### config.mk
export PLATFORM = sky130hd
export DESIGN_NAME = modal_shift_counter
export DESIGN_NICKNAME = d
export VERILOG_FILES = /design/src/rtl/modal_shift_counter_pkg.sv /design/src/rtl/modal_shift_counter_shift_next_state.sv /design/src/rtl/modal_shift_counter.sv
export SDC_FILE = /design/constraint.sdc
export NUM_CORES = 1
export LEC_CHECK = 0
export BUFFER_PORTS_ARGS = -buffer_cell sky130_fd_sc_hd__buf_4
export CAP_MARGIN = 20
export CORE_MARGIN = 5
export CORE_UTILIZATION = 30
export CTS_CLUSTER_DIAMETER = 100
export DETAILED_ROUTE_END_ITERATION = 10
export GPL_ROUTABILITY_DRIVEN = 0
export PLACE_DENSITY = 0.6
export SLEW_MARGIN = 20
export SYNTH_ARGS = -nofsm -noshare
export SYNTH_HDL_FRONTEND = slang
export SYNTH_SLANG_ARGS = --single-unit
### constraint.sdc
create_clock -name clk -period 2.4 [get_ports clk]
set_input_delay 0.36 -clock clk [delete_from_list [all_inputs] [get_ports clk]]
set_output_delay 0.36 -clock clk [all_outputs]
set_load 0.01 [all_outputs]
### src/rtl/modal_shift_counter_pkg.sv
`default_nettype none
//==============================================================================
// Module      : modal_shift_counter_pkg
// Description : Shared mode encodings, period width and the saturating
//               increment used by the modal shift counter.
// Revision    : 1.0 - initial release
//==============================================================================
package modal_shift_counter_pkg;

    // Step-mode encodings presented on the mode input
    typedef enum logic [1:0] {
        MODE_RING    = 2'b00,
        MODE_JOHNSON = 2'b01,
        MODE_LFSR    = 2'b10,
        MODE_HOLD    = 2'b11
    } mode_e;

    // Width of the internal step counter and of the period output
    localparam int PERIOD_W = 16;

    // Increment that sticks at all-ones instead of rolling over
    function automatic logic [PERIOD_W-1:0] sat_inc(input logic [PERIOD_W-1:0] v);
        return (v == '1) ? v : v + 1'b1;
    endfunction

endpackage : modal_shift_counter_pkg
`default_nettype wire

### src/rtl/modal_shift_counter_shift_next_state.sv
`default_nettype none
//==============================================================================
// Module      : shift_next_state
// Description : Pure combinational next-state function for the ring, Johnson
//               and Fibonacci LFSR step modes. Hold returns the current state.
// Revision    : 1.0 - initial release
//==============================================================================
module shift_next_state
    import modal_shift_counter_pkg::*;
#(
    parameter int               WIDTH = 4,
    parameter logic [WIDTH-1:0] TAPS  = WIDTH'(4'b0011)
) (
    input  logic [WIDTH-1:0] cur,
    input  logic [1:0]       mode,
    input  logic             dir,
    output logic [WIDTH-1:0] nxt
);

    // Select the shifted value for the active mode; dir is ignored for LFSR
    always_comb begin
        nxt = cur;
        case (mode_e'(mode))
            MODE_RING: begin
                if (dir) nxt = {cur[WIDTH-2:0], cur[WIDTH-1]};
                else     nxt = {cur[0], cur[WIDTH-1:1]};
            end
            MODE_JOHNSON: begin
                if (dir) nxt = {cur[WIDTH-2:0], ~cur[WIDTH-1]};
                else     nxt = {~cur[0], cur[WIDTH-1:1]};
            end
            MODE_LFSR: begin
                nxt = {^(cur & TAPS), cur[WIDTH-1:1]};
            end
            MODE_HOLD: begin
                nxt = cur;
            end
            default: begin
                nxt = cur;
            end
        endcase
    end

endmodule : shift_next_state
`default_nettype wire

### src/rtl/modal_shift_counter.sv
`default_nettype none
//==============================================================================
// Module      : modal_shift_counter
// Description : Ring / Johnson / LFSR shift counter with load, lock-up
//               recovery, wrap detection against a seed and period measurement.
// Revision    : 1.0 - initial release
//==============================================================================
module modal_shift_counter
    import modal_shift_counter_pkg::*;
#(
    parameter int               WIDTH = 4,
    parameter logic [WIDTH-1:0] TAPS  = WIDTH'(4'b0011),
    parameter logic [WIDTH-1:0] INIT  = WIDTH'(4'b1000)
) (
    input  logic                clk,
    input  logic                reset,
    input  logic                en,
    input  logic                load,
    input  logic [WIDTH-1:0]    load_val,
    input  logic [1:0]          mode,
    input  logic                dir,
    output logic [WIDTH-1:0]    out,
    output logic                wrap,
    output logic                lockup,
    output logic [PERIOD_W-1:0] period
);

    // Elaboration-time guards on the parameter set
    if (WIDTH < 3 || WIDTH > 32) begin : g_width_check
        $error("modal_shift_counter: WIDTH must be in 3..32");
    end
    if (INIT == '0 || INIT == '1) begin : g_init_check
        $error("modal_shift_counter: INIT must be neither all-zeros nor all-ones");
    end

    logic [WIDTH-1:0]    seed;
    logic [PERIOD_W-1:0] step_cnt;
    logic [WIDTH-1:0]    nxt;
    logic                step_ok;

    shift_next_state #(
        .WIDTH (WIDTH),
        .TAPS  (TAPS)
    ) u_next (
        .cur   (out),
        .mode  (mode),
        .dir   (dir),
        .nxt   (nxt)
    );

    // Flag states that map onto themselves in the current mode
    always_comb begin
        lockup = 1'b0;
        if (mode == MODE_LFSR && out == '0)
            lockup = 1'b1;
        else if (mode == MODE_RING && (out == '0 || out == '1))
            lockup = 1'b1;
    end

    // A real step happens only when enabled and not in hold
    always_comb begin
        step_ok = en && (mode != MODE_HOLD);
    end

    // State, seed and counters: load beats recovery beats step beats hold
    always_ff @(posedge clk or negedge reset) begin
        if (!reset) begin
            out      <= INIT;
            seed     <= INIT;
            step_cnt <= '0;
            period   <= '0;
            wrap     <= 1'b0;
        end else begin
            wrap <= 1'b0;
            if (load) begin
                out      <= load_val;
                seed     <= load_val;
                step_cnt <= '0;
            end else if (en && lockup) begin
                // Escape a stuck state by restarting from the seed constant
                out      <= INIT;
                seed     <= INIT;
                step_cnt <= '0;
            end else if (step_ok) begin
                out <= nxt;
                if (nxt == seed) begin
                    wrap     <= 1'b1;
                    period   <= sat_inc(step_cnt);
                    step_cnt <= '0;
                end else begin
                    step_cnt <= sat_inc(step_cnt);
                end
            end
        end
    end

endmodule : modal_shift_counter
`default_nettype wire

; Word level (Yosys, flattened, before mapping)
; Cells that the tools add are included.
[classes]
bitwise = 4
eq_ne = 7
reduce_logical = 11
mux = 19
n_addsub = 1
[ops]
columns = operator, n
row1 = 2-to-1 mux 16 bit, 5
row2 = 2-to-1 mux 4 bit, 7
row3 = "adder 16 x 1 -> 16 bit, second input constant", 1
row4 = "== test 16 bit, second input constant", 1
row5 = one-hot mux 4 bit (4 select lines), 1
row6 = 2-to-1 mux 1 bit, 6
row7 = "== test 2 bit, second input constant", 2
row8 = == test 4 bit, 1
row9 = "== test 4 bit, second input constant", 1
row10 = logical AND 1 bit, 4
row11 = logical NOT 4 bit, 1
row12 = inverter 1 bit, 4
row13 = AND reduction 4 bit, 1
row14 = XOR reduction 4 bit, 1
row15 = nonzero test 3 bit, 1
row16 = "== test 2 x 1 -> 1 bit, second input constant", 1
row17 = logical NOT 2 bit, 1
row18 = "inequality test 2 bit, second input constant", 1
row19 = nonzero test 2 bit, 1
row20 = logical OR 1 bit, 1
[word_totals]
reg_bits = 41
output_inout_bits = 22
elab_cells = 47

; Logic depth before layout (Yosys ltp)
; Gate-level depths: netlist of the first run.
[depth]
word_depth = 8
mapped_depth = 10
depth_no_buf = 9

; Hierarchy
; From an unflattened synthesis of the first run, not the netlist that was laid out.
[unflattened]
cells_unflattened = 259
hier_area_um2 = 2414.8
[by_module_without_submodules]
columns = module, area_each_um2, n_inst, cells_per_inst, seq_area_each_um2
row1 = modal_shift_counter, 2243.4, 1, 237, 1028.5
row2 = shift_next_state, 171.4, 1, 22, 0.0

; Worst setup path after synthesis of the first run
; Ideal clock, no wire load.
[synth_path]
path_type = register to register
from = register out[1]
to = register period[4]
arrival_time_ns = 2.210
slack_ns = 0.065
n_path_buf = 1
path_stages_with_launch = 11
cell_sequence = dfrtp_1 > inv_1 > ha_1 > mux2_2 > nand2_1 > and3_1 > a211oi_4 > nand2_4 > nor2_8 > buf_12 > mux2_4
[synth_via]
elab_chain_cells = 8
elab_cells_between_ends = 15
classes_between = 2 x eq/ne / 5 x mux / 1 x bitwise / 7 x reduce/logical
[synth_rtl]
columns = item, line
row1 = from (decl), modal_shift_counter.sv:22  ; output logic [WIDTH-1:0] out,
row2 = from (signal assigned), modal_shift_counter.sv:76  ; out <= load_val;
row3 = from (signal assigned), modal_shift_counter.sv:85  ; out <= nxt;
row4 = == test 4 bit or logical NOT 4 bit (tied branches), "modal_shift_counter.sv:56, modal_shift_counter.sv:54"
row5 = logical OR 1 bit, modal_shift_counter.sv:56  ; else if (mode == MODE_RING && (out == '0 || out == '1))
row6 = logical AND 1 bit, modal_shift_counter.sv:56
row7 = 2-to-1 mux 1 bit, modal_shift_counter.sv:56
row8 = 2-to-1 mux 1 bit, modal_shift_counter.sv:54  ; if (mode == MODE_LFSR && out == '0)
row9 = logical AND 1 bit, modal_shift_counter.sv:79  ; end else if (en && lockup) begin
row10 = inverter 1 bit (no source line), --
row11 = AND reduction 4 bit (no source line) (*), --
row12 = to (signal assigned), modal_shift_counter.sv:88  ; period <= sat_inc(step_cnt);
row13 = to (decl), modal_shift_counter.sv:25  ; output logic [PERIOD_W-1:0] period
; Mark *: on every way between the ends. The rest lies on a longest branch, timed or not.
; A chain may end at the register's enable or synchronous reset.

; Worst setup path after layout of the first run
[layout_path]
from = register out[1]
to = register step_cnt[13]
[layout_via]
elab_chain_cells = 8
elab_cells_between_ends = 18
classes_between = 2 x eq/ne / 9 x mux / 7 x reduce/logical
[layout_rtl]
columns = item, line
row1 = branches (longest 8 deep; another with 2-to-1 mux 16 bit), --
row2 = to (signal assigned), modal_shift_counter.sv:91  ; step_cnt <= sat_inc(step_cnt);
row3 = to (decl), modal_shift_counter.sv:37  ; logic [PERIOD_W-1:0] step_cnt;
; Several ways; the timed one is not identified. The select of a mux whose other input is x is not followed.

==> summary.md, run 1 <==
| Metric | Value |
|---|---|
| Number of antenna diodes | `0` |
| Fin. Hold Viols | `0` |
| Row cnt | `33` |
| Wire length per cell | `13.5 um` |
| Combined area of all synthesized cells | `2460 um^2` |
| Top fanout value on the critical path | `25` |
| Maximum number of pins on one net before global-route repair | `42` |
| Power density of the placed cells | `578 nW/um^2` |
| Wire length reported by the detailed router | `5.47 mm` |
| Mean instance size in the synthesized netlist | `9.52 um^2` |
| Sink count of the clock tree | `41` |
| Worst endpoint required time | `2580 ps` |
| R2R Setup Slk | `120 ps` |
| Layout area overhead | `21.7%` |
| Result of the run | `completed` |
| Skew-Pair Late Insertion Delay | `290 ps` |
| Post-DP HPWL | `4.04 mm` |
| Skew final | `7.32 ps` |
| Power share of the sequential group | `0.478` |
| CTS tree | `built` |
| CP Cell Sequence | `inv_1 > ha_1 > mux2_2 > nand2_2 > and3_1 > a211oi_4 > buf_6 > a21oi_4 > buf_12 > a21o_1 > a22o_1` |
| Area of the die | `10100 um^2` |
| Clock network fraction of design power | `0.260` |
| Combinational power share | `0.262` |
| Die X | `101 um` |
| Via count of the first global-routing pass | `1990` |
| Distinct cell type count after synthesis | `44` |
| H-tree Lvls | `2` |
| Global router's overall resource usage | `0.117` |
| CTS max path bufs | `2` |
| Vias post-DR | `1989` |
| Arrival time worst endpoint | `2450 ps` |
| Count of antenna-violating nets left after detailed routing | `0` |
| Static leakage | `1.40 nW` |
| Ratio of cells with drive above 1 in the final layout | `0.252` |
| Total of warnings raised by yosys | `0` |
| Peak per-stage delay on the critical path | `360 ps` |
| Root buffer cell | `clkbuf_8` |
| Setup repair after global routing missed its margin | `false` |
| Number of endpoints failing setup at the final stage | `0` |
| Initial core utilization | `0.304` |
| Die outline height | `101 um` |
| Number of register bits inferred by synthesis | `41` |
| Aggregate negative setup slack | `0 ps` |
| Fraction of the yosys area taken by sequential cells | `0.419` |
| Max Slew Vio Count | `0` |
| Part of the cycle the worst path needs | `0.948` |
| # hold bufs at CTS | `0` |
| Vias per inst | `4.90` |
| Clock transition at the registers of the reported paths | `70 ps` |
| Number of enable-type register cells in the synthesized netlist | `0` |
| Proportion of register bits with asynchronous set or reset after synthesis | `1.00` |
| Global-route congestion overflow total | `0` |
| Number of antenna violations at the first check in global routing | `0` |
| Wire length of the first global-routing pass | `9.63 mm` |
| Ys flop type | `dfrtp_1` |
| Internal power | `1.22 mW` |
| Number of port buffers | `32` |
| Sort of element at the start of the critical path | `register` |
| Post-Syn Nets | `272` |
| Core occupancy in the finished layout | `0.370` |
| IR drop worst, VDD | `0.000187 V` |
| Final std cells w/o fill | `406` |
| I/O pin total | `33` |
| Tightest Hold Check Type | `in -> async` |
| First DRT Iteration DRCs | `100` |
| Worst slew margin relative to its limit | `0.654` |
| Share of total power consumed by net switching | `0.296` |
| Synthesized instance count | `258` |
| Actual transition at the worst max-transition pin | `519 ps` |
| Number of remaining DRC errors | `0` |
| Number of nets in the layout | `315` |
| TritonCTS buffer count | `5` |
| Post-placement cell count | `397` |
| Max-cap violations | `0` |
| Worst setup EP type | `register` |
| Fin crit period | `2280 ps` |
| Maximum operating frequency | `439 MHz` |
| P_sw | `0.511 mW` |
| Slowest library cell on the worst path | `dfrtp_1` |
| Worst setup path class | `reg -> reg` |
| First-pass detailed-route iteration total | `4` |
| Overall power of the completed layout | `1.73 mW` |
| Area inside the core boundary | `8090 um^2` |
sequential cells by signal (all words and copies together) (netlist names):
register / cells
period: 16
step_cnt: 16
out: 4
seed: 4
wrap: 1
critical path: cells and delay by family, from the launching register on:
| kind | cells | cell delay (ps) |
|---|---|---|
| compound gates | 4 | 700 |
| fa+ha+maj | 1 | 280 |
| buf+inv | 3 | 390 |
| flops | 1 | 360 |
| mux | 1 | 150 |
| simple gates | 2 | 280 |
synthesized netlist by cell type (2+ instances only):
cell type	number	area [um^2]
nand3_1	11	55.1
and2_1	4	25.0
mux2_2	7	78.8
mux2i_1	6	60.1
clkbuf_1	2	7.51
dfstp_2	2	52.6
nand4_1	6	37.5
a22o_1	7	61.3
mux2_4	5	75.1
nor3_1	2	10.0
inv_1	12	45.0
and4_1	2	17.5
nor2_1	20	75.1
and3_1	6	37.5
xnor2_1	7	61.3
a31oi_1	6	37.5
dfrtp_1	39	976
a21oi_2	2	17.5
xor2_1	7	61.3
nand2_1	28	105
o211ai_1	2	15.0
nor2b_1	2	12.5
o21ai_0	16	80.1
ha_1	3	37.5
or3_1	2	12.5
buf_6	2	22.5
buf_2	4	20.0
a21o_1	4	30.0
a21oi_1	22	110
nand2b_1	3	18.8
a41oi_1	2	17.5
nand3b_1	3	22.5
routing by layer:
layer  share of wire  vias up  global-route usage
li1                -      997                   -
met1            0.47      944               0.156
met2            0.47       41               0.188
met3           0.044        7              0.0263
met4           0.017        0              0.0415
met5               0        -                   0
stage by stage:
| step | hold slack (ps) | area [um^2] | setup slack, ps |
|---|---|---|---|
| 5_1_grt | 83.9 | 2990 | 4.21 |
| 2_1_floorplan | 64.4 | 2460 | 65.2 |
| 6_report | 43.8 | 2990 | 124 |
| 3_3_place_gp | 375 | 2850 | 48.3 |
| 4_1_cts | 57.1 | 2940 | 85.3 |
| 3_5_place_dp | 383 | 2850 | 13.9 |
final timing paths:
| check | to | cells past startpoint | start |
|---|---|---|---|
| min | step_cnt[4]$_DFFE_PN0P_ | 1 | reset |
| max in group asynchronous | seed[3]$_DFFE_PN1P_ | 1 | reset |
| min in group clk | seed[1]$_DFFE_PN0P_ | 2 | load_val[1] |
| max | step_cnt[13]$_DFFE_PN0P_ | 11 | out[1]$_DFFE_PN0P_ |
| max reg2reg | step_cnt[13]$_DFFE_PN0P_ | 11 | out[1]$_DFFE_PN0P_ |
| min reg2reg | seed[3]$_DFFE_PN1P_ | 2 | seed[3]$_DFFE_PN1P_ |
logic make-up after synthesis:
group	synth area share
AO/OA/AOI/OAI	0.172
XOR/XNOR	0.0611
adder cells (fa/ha/maj)	0.0153
buffers and inverters	0.0499
flip-flops	0.419
multiplexers	0.0871
AND/OR/NAND/NOR	0.197
power groups by stage:
stage	clock (mW)	combinational, mW	sequential [mW]
final	0.449	0.453	0.827
after global routing	0.497	0.498	0.842
after CTS	0.473	0.451	0.830
after detailed placement	0	0.449	0.843
after global placement	0	0.441	0.840
after floorplan	0	0.225	0.862
what timing repair did:
item,in CTS,in global routing
setup endpoints to repair,0,18
setup buffers,0,2
gates resized for setup,0,3
layout by cell type, fill, tap and decap left out, types with 5 or more instances in the layout:
cell	count
a21oi_1	22
a22o_1	7
a31oi_1	6
and3_1	6
buf_4	42
clkbuf_8	6
dfrtp_1	39
inv_1	12
mux2_2	7
mux2_4	5
mux2i_1	5
nand2_1	27
nand3_1	11
nand4_1	6
nor2_1	20
o21ai_0	16
xnor2_1	7
xor2_1	7
final cells by class:
class                      instances  area, um^2
fill                             843        5100
multi-input combinational        195        1310
sequential                        41        1030
timing repair buffer              46         387
tap                              105         131
clock buffer                       7        86.3
inverter                          12        45.0
No activity file was read; power rests on OpenSTA's default activity.
==> run 2, diff against run 1 <==
--- a/config.mk
+++ b/config.mk
@@ -8,11 +8,11 @@
 export BUFFER_PORTS_ARGS = -buffer_cell sky130_fd_sc_hd__buf_4
 export CAP_MARGIN = 20
 export CORE_MARGIN = 5
-export CORE_UTILIZATION = 30
+export CORE_UTILIZATION = 52
 export CTS_CLUSTER_DIAMETER = 100
 export DETAILED_ROUTE_END_ITERATION = 10
 export GPL_ROUTABILITY_DRIVEN = 0
-export PLACE_DENSITY = 0.6
+export PLACE_DENSITY = 0.87
 export SLEW_MARGIN = 20
 export SYNTH_ARGS = -nofsm -noshare
 export SYNTH_HDL_FRONTEND = slang
==> run 2 against run 1 <==
Sequential power is essentially flat. Setup slack lost 62 ps. Global-route usage grew 7.0 points. Critical endpoint is now step_cnt[3]$_DFFE_PN0P_. Highest routed layer unchanged. Critical path type unchanged. Combinational power grew 4%. Sequential cell count did not move. Design area fell by 1.4%. Sequential share of layout area is 0.48 points higher.
==> summary.md, run 2 (synthesized netlist as in run 1, its figures left out) <==
| Metric | Value |
|---|---|
| Slowest library cell on the worst path | `dfrtp_1` |
| First-pass detailed-route iteration total | `7 (+3)` |
| Power density of the placed cells | `590 nW/um^2 (+2.0%)` |
| Commonest non-fill, non-tap cell in the layout | `buf_4` |
| Global-route track usage on met2 | `0.288 (+0.100)` |
| Met1 global-route usage | `0.269 (+0.113)` |
| Sort of element at the start of the critical path | `register` |
| Skew final | `9.52 ps (+2.20 ps)` |
| H-tree Lvls | `2 (unchanged)` |
| Area of the die | `6200 um^2 (-39%)` |
| Wire length of the first global-routing pass | `9.28 mm (-3.6%)` |
| Count of antenna-violating nets left after detailed routing | `0 (unchanged)` |
| Number of antenna diodes | `0 (unchanged)` |
| Aggregate negative setup slack | `0 ps (unchanged)` |
| Grt met3 use | `0.0329 (+0.00658)` |
| IR drop worst, VDD | `0.000302 V (+62%)` |
| Skew-Pair Late Insertion Delay | `300 ps (about the same)` |
| Wire length per cell | `17.0 um (+26%)` |
| Wire length reported by the detailed router | `6.07 mm (+11%)` |
| Top fanout value on the critical path | `7 (-72%)` |
| Max Slew Vio Count | `0 (unchanged)` |
| Arrival time worst endpoint | `2520 ps (+70 ps)` |
| Static leakage | `1.41 nW (+0.79%)` |
| Actual transition at the worst max-transition pin | `511 ps (-8.38 ps)` |
| Root buffer cell | `clkbuf_8` |
| Max-cap violations | `0 (unchanged)` |
| Fin. Hold Viols | `0 (unchanged)` |
| Vias post-DR | `2144 (+7.8%)` |
| Worst R2R Path Depth | `11 (unchanged)` |
| Area inside the core boundary | `4660 um^2 (-42%)` |
| Number of remaining DRC errors | `0 (unchanged)` |
| Layout area overhead | `20.0%` |
| TritonCTS buffer count | `5 (unchanged)` |
| Global-route congestion overflow total | `0 (unchanged)` |
| Die X | `78.7 um (-22%)` |
| Post-placement cell count | `344 (-13%)` |
| Worst setup path class | `reg -> reg` |
| Part of the cycle the worst path needs | `0.974 (+0.0258)` |
| CTS tree | `built` |
| Tightest Hold Check Type | `in -> async` |
| Die outline height | `78.7 um (-22%)` |
| Initial core utilization | `0.527 (+0.224)` |
| Sink count of the clock tree | `41 (unchanged)` |
| Vias per inst | `6.01 (+23%)` |
| Final std cells w/o fill | `357 (-12%)` |
| Most used cells in the layout excluding fill and tap cells | `buf_4, dfrtp_1, nand2_1` |
| Peak per-stage delay on the critical path | `360 ps (about the same)` |
| Maximum number of pins on one net before global-route repair | `42 (unchanged)` |
| Routing layer with the top usage in global route | `met2` |
| Family with the most delay on the worst path | `compound AO/OA/AOI/OAI gates` |
| Worst endpoint required time | `2580 ps (about the same)` |
| Post-DP HPWL | `3.92 mm (-2.8%)` |
| CP Cell Sequence | `inv_1 > ha_1 > mux2_2 > nand2_2 > a21oi_1 > a211oi_4 > buf_4 > a21oi_4 > buf_12 > a21o_1 > a22o_1` |
| Number of port buffers | `32 (unchanged)` |
| Result of the run | `completed` |
| I/O pin total | `33 (unchanged)` |
| Ratio of cells with drive above 1 in the final layout | `0.261 (+0.00823)` |
| CTS max path bufs | `2 (unchanged)` |
| Row cnt | `25 (-24%)` |
| Regs by FF count | `period x16, step_cnt x16` |
| Number of antenna violations at the first check in global routing | `0 (unchanged)` |
| Global router's overall resource usage | `0.188 (+0.0704)` |
| First DRT Iteration DRCs | `402 (+300%)` |
| Via count of the first global-routing pass | `1955 (-1.8%)` |
| Overall power of the completed layout | `1.74 mW (+0.55%)` |
| Worst hold slack | `28.5 ps (-15.3 ps)` |
| Fin crit period | `2340 ps (+62.0 ps)` |
| Critical path depth | `11 (unchanged)` |
| Worst slew margin relative to its limit | `0.659 (+0.00558)` |
| Clock transition at the registers of the reported paths | `80 ps (about the same)` |
| Maximum operating frequency | `428 MHz (-2.6%)` |
| Worst setup EP type | `register` |
| Crit path buffers/inverters | `3 (unchanged)` |
| Setup repair after global routing missed its margin | `true` |
| Number of nets in the layout | `316 (+0.32%)` |
| Number of endpoints failing setup at the final stage | `0 (unchanged)` |
## run 2: path summary, 6_finish.rpt
path / slack [ps] / startpoint / to
hold reg to reg: 480 / seed[3]$_DFFE_PN1P_ / seed[3]$_DFFE_PN1P_
setup / recovery: 60 / out[0]$_DFFE_PN0P_ / step_cnt[3]$_DFFE_PN0P_
min in group clk: 280 / load_val[0] / seed[0]$_DFFE_PN0P_
hold / removal: 30 / reset / period[7]$_DFFE_PN0P_
max in group asynchronous: 1990 / reset / out[3]$_DFFE_PN1P_
setup reg to reg: 60 / out[0]$_DFFE_PN0P_ / step_cnt[3]$_DFFE_PN0P_
## run 2: layout make-up
class,count,area (um^2)
clock buffer,5,68.8
clock inverter,3,17.5
fill,353,1710
inverter,12,45.0
multi-input combinational,196,1330
sequential,41,1030
tap,54,67.6
timing repair buffer,46,397
## run 2: per-layer routing
metal | part of all wire | up-vias
met5 | 0 | -
met4 | 0.019 | 0
met3 | 0.074 | 13
met2 | 0.47 | 102
met1 | 0.43 | 1022
li1 | - | 1007
## run 2: stage by stage
stage	setup slack (ps)	utilization	cell area [um^2]
after global placement	102	0.595	2780
final	61.7	0.633	2950
after floorplan	65.2	-	2460
after global routing	-43.5	0.633	2950
after detailed placement	8.59	0.595	2780
after CTS	17.1	0.614	2860
## run 2: timing repair
| item | in CTS | in global routing |
|---|---|---|
| buffers inserted | 0 | 2 |
| hold buffers | 0 | 0 |
| gates resized for setup | 0 | 3 |
| setup endpoints to repair | 0 | 12 |
## run 2: power by group
part           internal (mW)  leakage [nW]  switching, mW
combinational          0.228         0.823          0.242
clock                  0.201        0.0439          0.240
sequential             0.768         0.541         0.0602
## run 2: worst register-to-register path: stages (launching register included)
cell and delay, ps:
dfrtp_1 360, inv_1 60, ha_1 290, mux2_2 270, nand2_2 90, a21oi_1 100, a211oi_4 300, buf_4 180
a21oi_4 80, buf_12 160, a21o_1 170, a22o_1 170
==> run 3, diff against run 2 <==
--- a/config.mk
+++ b/config.mk
@@ -7,12 +7,14 @@
 export LEC_CHECK = 0
 export BUFFER_PORTS_ARGS = -buffer_cell sky130_fd_sc_hd__buf_4
 export CAP_MARGIN = 20
+export CELL_PAD_IN_SITES_DETAIL_PLACEMENT = 2
+export CELL_PAD_IN_SITES_GLOBAL_PLACEMENT = 2
 export CORE_MARGIN = 5
-export CORE_UTILIZATION = 52
+export CORE_UTILIZATION = 32
 export CTS_CLUSTER_DIAMETER = 100
 export DETAILED_ROUTE_END_ITERATION = 10
 export GPL_ROUTABILITY_DRIVEN = 0
-export PLACE_DENSITY = 0.87
+export PLACE_DENSITY = 0.76
 export SLEW_MARGIN = 20
 export SYNTH_ARGS = -nofsm -noshare
 export SYNTH_HDL_FRONTEND = slang
==> run 3 against run 2 <==
Clock-buffer cell count rose by 2. Routed wire length rose by 33%. Sequential power rose by 1%. Global-route usage fell by 3.5 points. Setup slack got worse by 12 ps.
==> summary.md, run 3 (synthesized netlist as in run 1, its figures left out) <==
| Metric | Value |
|---|---|
| Result of the run | `completed` |
| Internal power | `1.28 mW (+6.7%)` |
| Number of remaining DRC errors | `0 (unchanged)` |
| Register area | `1030 um^2 (unchanged)` |
| TritonCTS buffer count | `5 (unchanged)` |
| Vias per inst | `5.28 (-12%)` |
| R2R Setup Slk | `50 ps (about the same)` |
| Number of antenna violations at the first check in global routing | `0 (unchanged)` |
| Worst R2R Path Depth | `11 (unchanged)` |
| Fin. Hold Viols | `0 (unchanged)` |
| Launch instance of the worst register-to-register path | `out[0]$_DFFE_PN0P_` |
| CTS max path bufs | `2 (unchanged)` |
| Maximum operating frequency | `425 MHz (-0.53%)` |
| Layout area overhead | `27.3%` |
| Fillers | `862 (+140%)` |
| Most numerous cell on the critical path | `buf_4` |
| Most used cells in the layout excluding fill and tap cells | `buf_4, dfrtp_1, nand2_1` |
| Post-Place Setup Slack | `-82.1 ps (-90.7 ps)` |
| Final std cells w/o fill | `415 (+16%)` |
| Clock transition at the registers of the reported paths | `80 ps (about the same)` |
| Max Slew Vio Count | `0 (unchanged)` |
| Die outline height | `97.6 um (+24%)` |
| Peak per-stage delay on the critical path | `350 ps (about the same)` |
| Skew-Pair Late Insertion Delay | `300 ps (about the same)` |
| Wire length per cell | `19.5 um (+15%)` |
| Area used by multi-input combinational logic | `1330 um^2 (+0.66%)` |
| Power density of the placed cells | `594 nW/um^2 (+0.65%)` |
| Worst-case setup margin in the final layout | `49.4 ps (-12.4 ps)` |
| Combinational power share | `0.275 (+0.005)` |
| Arrival time worst endpoint | `2530 ps (about the same)` |
| Root buffer cell | `clkbuf_8` |
| Sink count of the clock tree | `41 (unchanged)` |
| Core occupancy in the finished layout | `0.411 (-0.222)` |
| Global-route congestion overflow total | `0 (unchanged)` |
| Worst slew margin relative to its limit | `0.628 (-0.0315)` |
| Number of endpoints failing setup at the final stage | `0 (unchanged)` |
| Power share of the sequential group | `0.451 (-0.025)` |
| First DRT Iteration DRCs | `58 (-86%)` |
| Via count of the first global-routing pass | `2370 (+21%)` |
| Max-cap violations | `0 (unchanged)` |
| Fin crit period | `2350 ps (+12.4 ps)` |
| IR drop worst, VDD | `0.000337 V (+12%)` |
| I/O pin total | `33 (unchanged)` |
| Clock network fraction of design power | `0.275 (+0.021)` |
| Ratio of cells with drive above 1 in the final layout | `0.304 (+0.0428)` |
| Top fanout value on the critical path | `7 (unchanged)` |
| CTS tree | `built` |
| Post-placement cell count | `399 (+16%)` |
| Number of nets in the layout | `326 (+3.2%)` |
| Number of antenna diodes | `0 (unchanged)` |
| Critical Path Source | `out[0]$_DFFE_PN0P_` |
| First-pass detailed-route iteration total | `4 (-3)` |
| Part of the cycle the worst path needs | `0.979 (+0.00515)` |
| Skew final | `5.86 ps (-3.66 ps)` |
| Vias post-DR | `2192 (+2.2%)` |
| Worst setup path class | `reg -> reg` |
| Row cnt | `32 (+28%)` |
| Area of the die | `9530 um^2 (+54%)` |
| Maximum number of pins on one net before global-route repair | `42 (unchanged)` |
| Family with the most delay on the worst path | `compound AO/OA/AOI/OAI gates` |
| Crit path buffers/inverters | `4 (+1)` |
| Count of antenna-violating nets left after detailed routing | `0 (unchanged)` |
| Static leakage | `1.47 nW (+4.5%)` |
| Number of port buffers | `32 (unchanged)` |
| H-tree Lvls | `2 (unchanged)` |
| # hold bufs at CTS | `0 (unchanged)` |
| CP Cell Sequence | `inv_1 > ha_1 > mux2_2 > nand2_2 > a21oi_2 > a211oi_4 > buf_4 > a21oi_4 > clkbuf_16 > buf_4 > a22o_1` |
| Critical path depth | `11 (unchanged)` |
| Sort of element at the start of the critical path | `register` |
| Worst endpoint required time | `2580 ps (about the same)` |
| P_sw | `0.581 mW (+7.0%)` |
| Worst Setup EP | `step_cnt[13]$_DFFE_PN0P_` |
| Wire length reported by the detailed router | `8.09 mm (+33%)` |
| Post-DP HPWL | `5.29 mm (+35%)` |
| Actual transition at the worst max-transition pin | `552 ps (+41.5 ps)` |
| Share of total power consumed by net switching | `0.313 (+0.000672)` |
| Worst setup EP type | `register` |
| Die X | `97.6 um (+24%)` |
| Worst flop-to-flop path endpoint | `step_cnt[13]$_DFFE_PN0P_` |
| Regs by FF count | `period x16, step_cnt x16` |
| Global router's overall resource usage | `0.153 (-0.0345)` |
| Area inside the core boundary | `7610 um^2 (+63%)` |
| Commonest non-fill, non-tap cell in the layout | `buf_4` |
| Wire length of the first global-routing pass | `12.0 mm (+29%)` |
| Tightest Hold Check Type | `in -> async` |
| Initial core utilization | `0.323 (-0.204)` |
| Slowest library cell on the worst path | `dfrtp_1` |
| Aggregate negative setup slack | `0 ps (unchanged)` |
[run 3: cell count changes in the layout (fill, tap and decap cells not counted), sizes merged]
cell | previous run | this run
buf | 44 | 55
clkbuf | 7 | 9
clkinv | 2 | 1
clkinvlp | 1 | 0
nor2 | 22 | 21
[run 3: layer usage]
layer / track usage / wire length, um / vias up
li1: - / - / 1021
met3: 0.0316 / 209 / 11
met5: 0 / 0 / -
met2: 0.273 / 4060 / 33
met1: 0.190 / 3680 / 1127
met4: 0.0319 / 140 / 0
[run 3: worst min-delay path by stage]
stage / cells after the start / slack, ps / end
final: 1 / 40 / period[9]$_DFFE_PN0P_
after global routing: 1 / 80 / period[12]$_DFFE_PN0P_
after CTS: 1 / 60 / period[12]$_DFFE_PN0P_
after detailed placement: 1 / 390 / period[12]$_DFFE_PN0P_
after global placement: 1 / 390 / period[7]$_DFFE_PN0P_
after floorplan: 0 / 60 / out[0]$_DFFE_PN0P_
[run 3: power by group through the flow]
stage / Sequential (mW) / Combinational [mW] / Clock (mW)
finish: 0.836 / 0.510 / 0.510
global route: 0.850 / 0.559 / 0.556
CTS: 0.836 / 0.474 / 0.528
detailed placement: 0.847 / 0.469 / 0
global placement: 0.841 / 0.456 / 0
floorplan: 0.862 / 0.225 / 0
[run 3: stage by stage]
stage | cell area [um^2] | hold slack [ps] | power [mW]
6_report | 3130 | 40.9 | 1.86
5_1_grt | 3130 | 77.7 | 1.96
4_1_cts | 3020 | 62.7 | 1.84
3_5_place_dp | 2890 | 385 | 1.32
3_3_place_gp | 2890 | 388 | 1.30
2_1_floorplan | 2460 | 64.4 | 1.09
[run 3: repair_timing]
item,in CTS,in global routing
cloned,0,2
setup buffers,2,4
pin swaps,1,3
gates resized for setup,0,11
endpoints found under the setup margin,6,12
[run 3: cell type report]
cell class,instances,share of cell area
Multi-Input combinational cell,195,0.426
Sequential cell,41,0.329
Timing Repair Buffer,57,0.157
Tap cell,102,0.0408
Clock buffer,7,0.0308
Inverter,12,0.0144
Clock inverter,1,0.00160
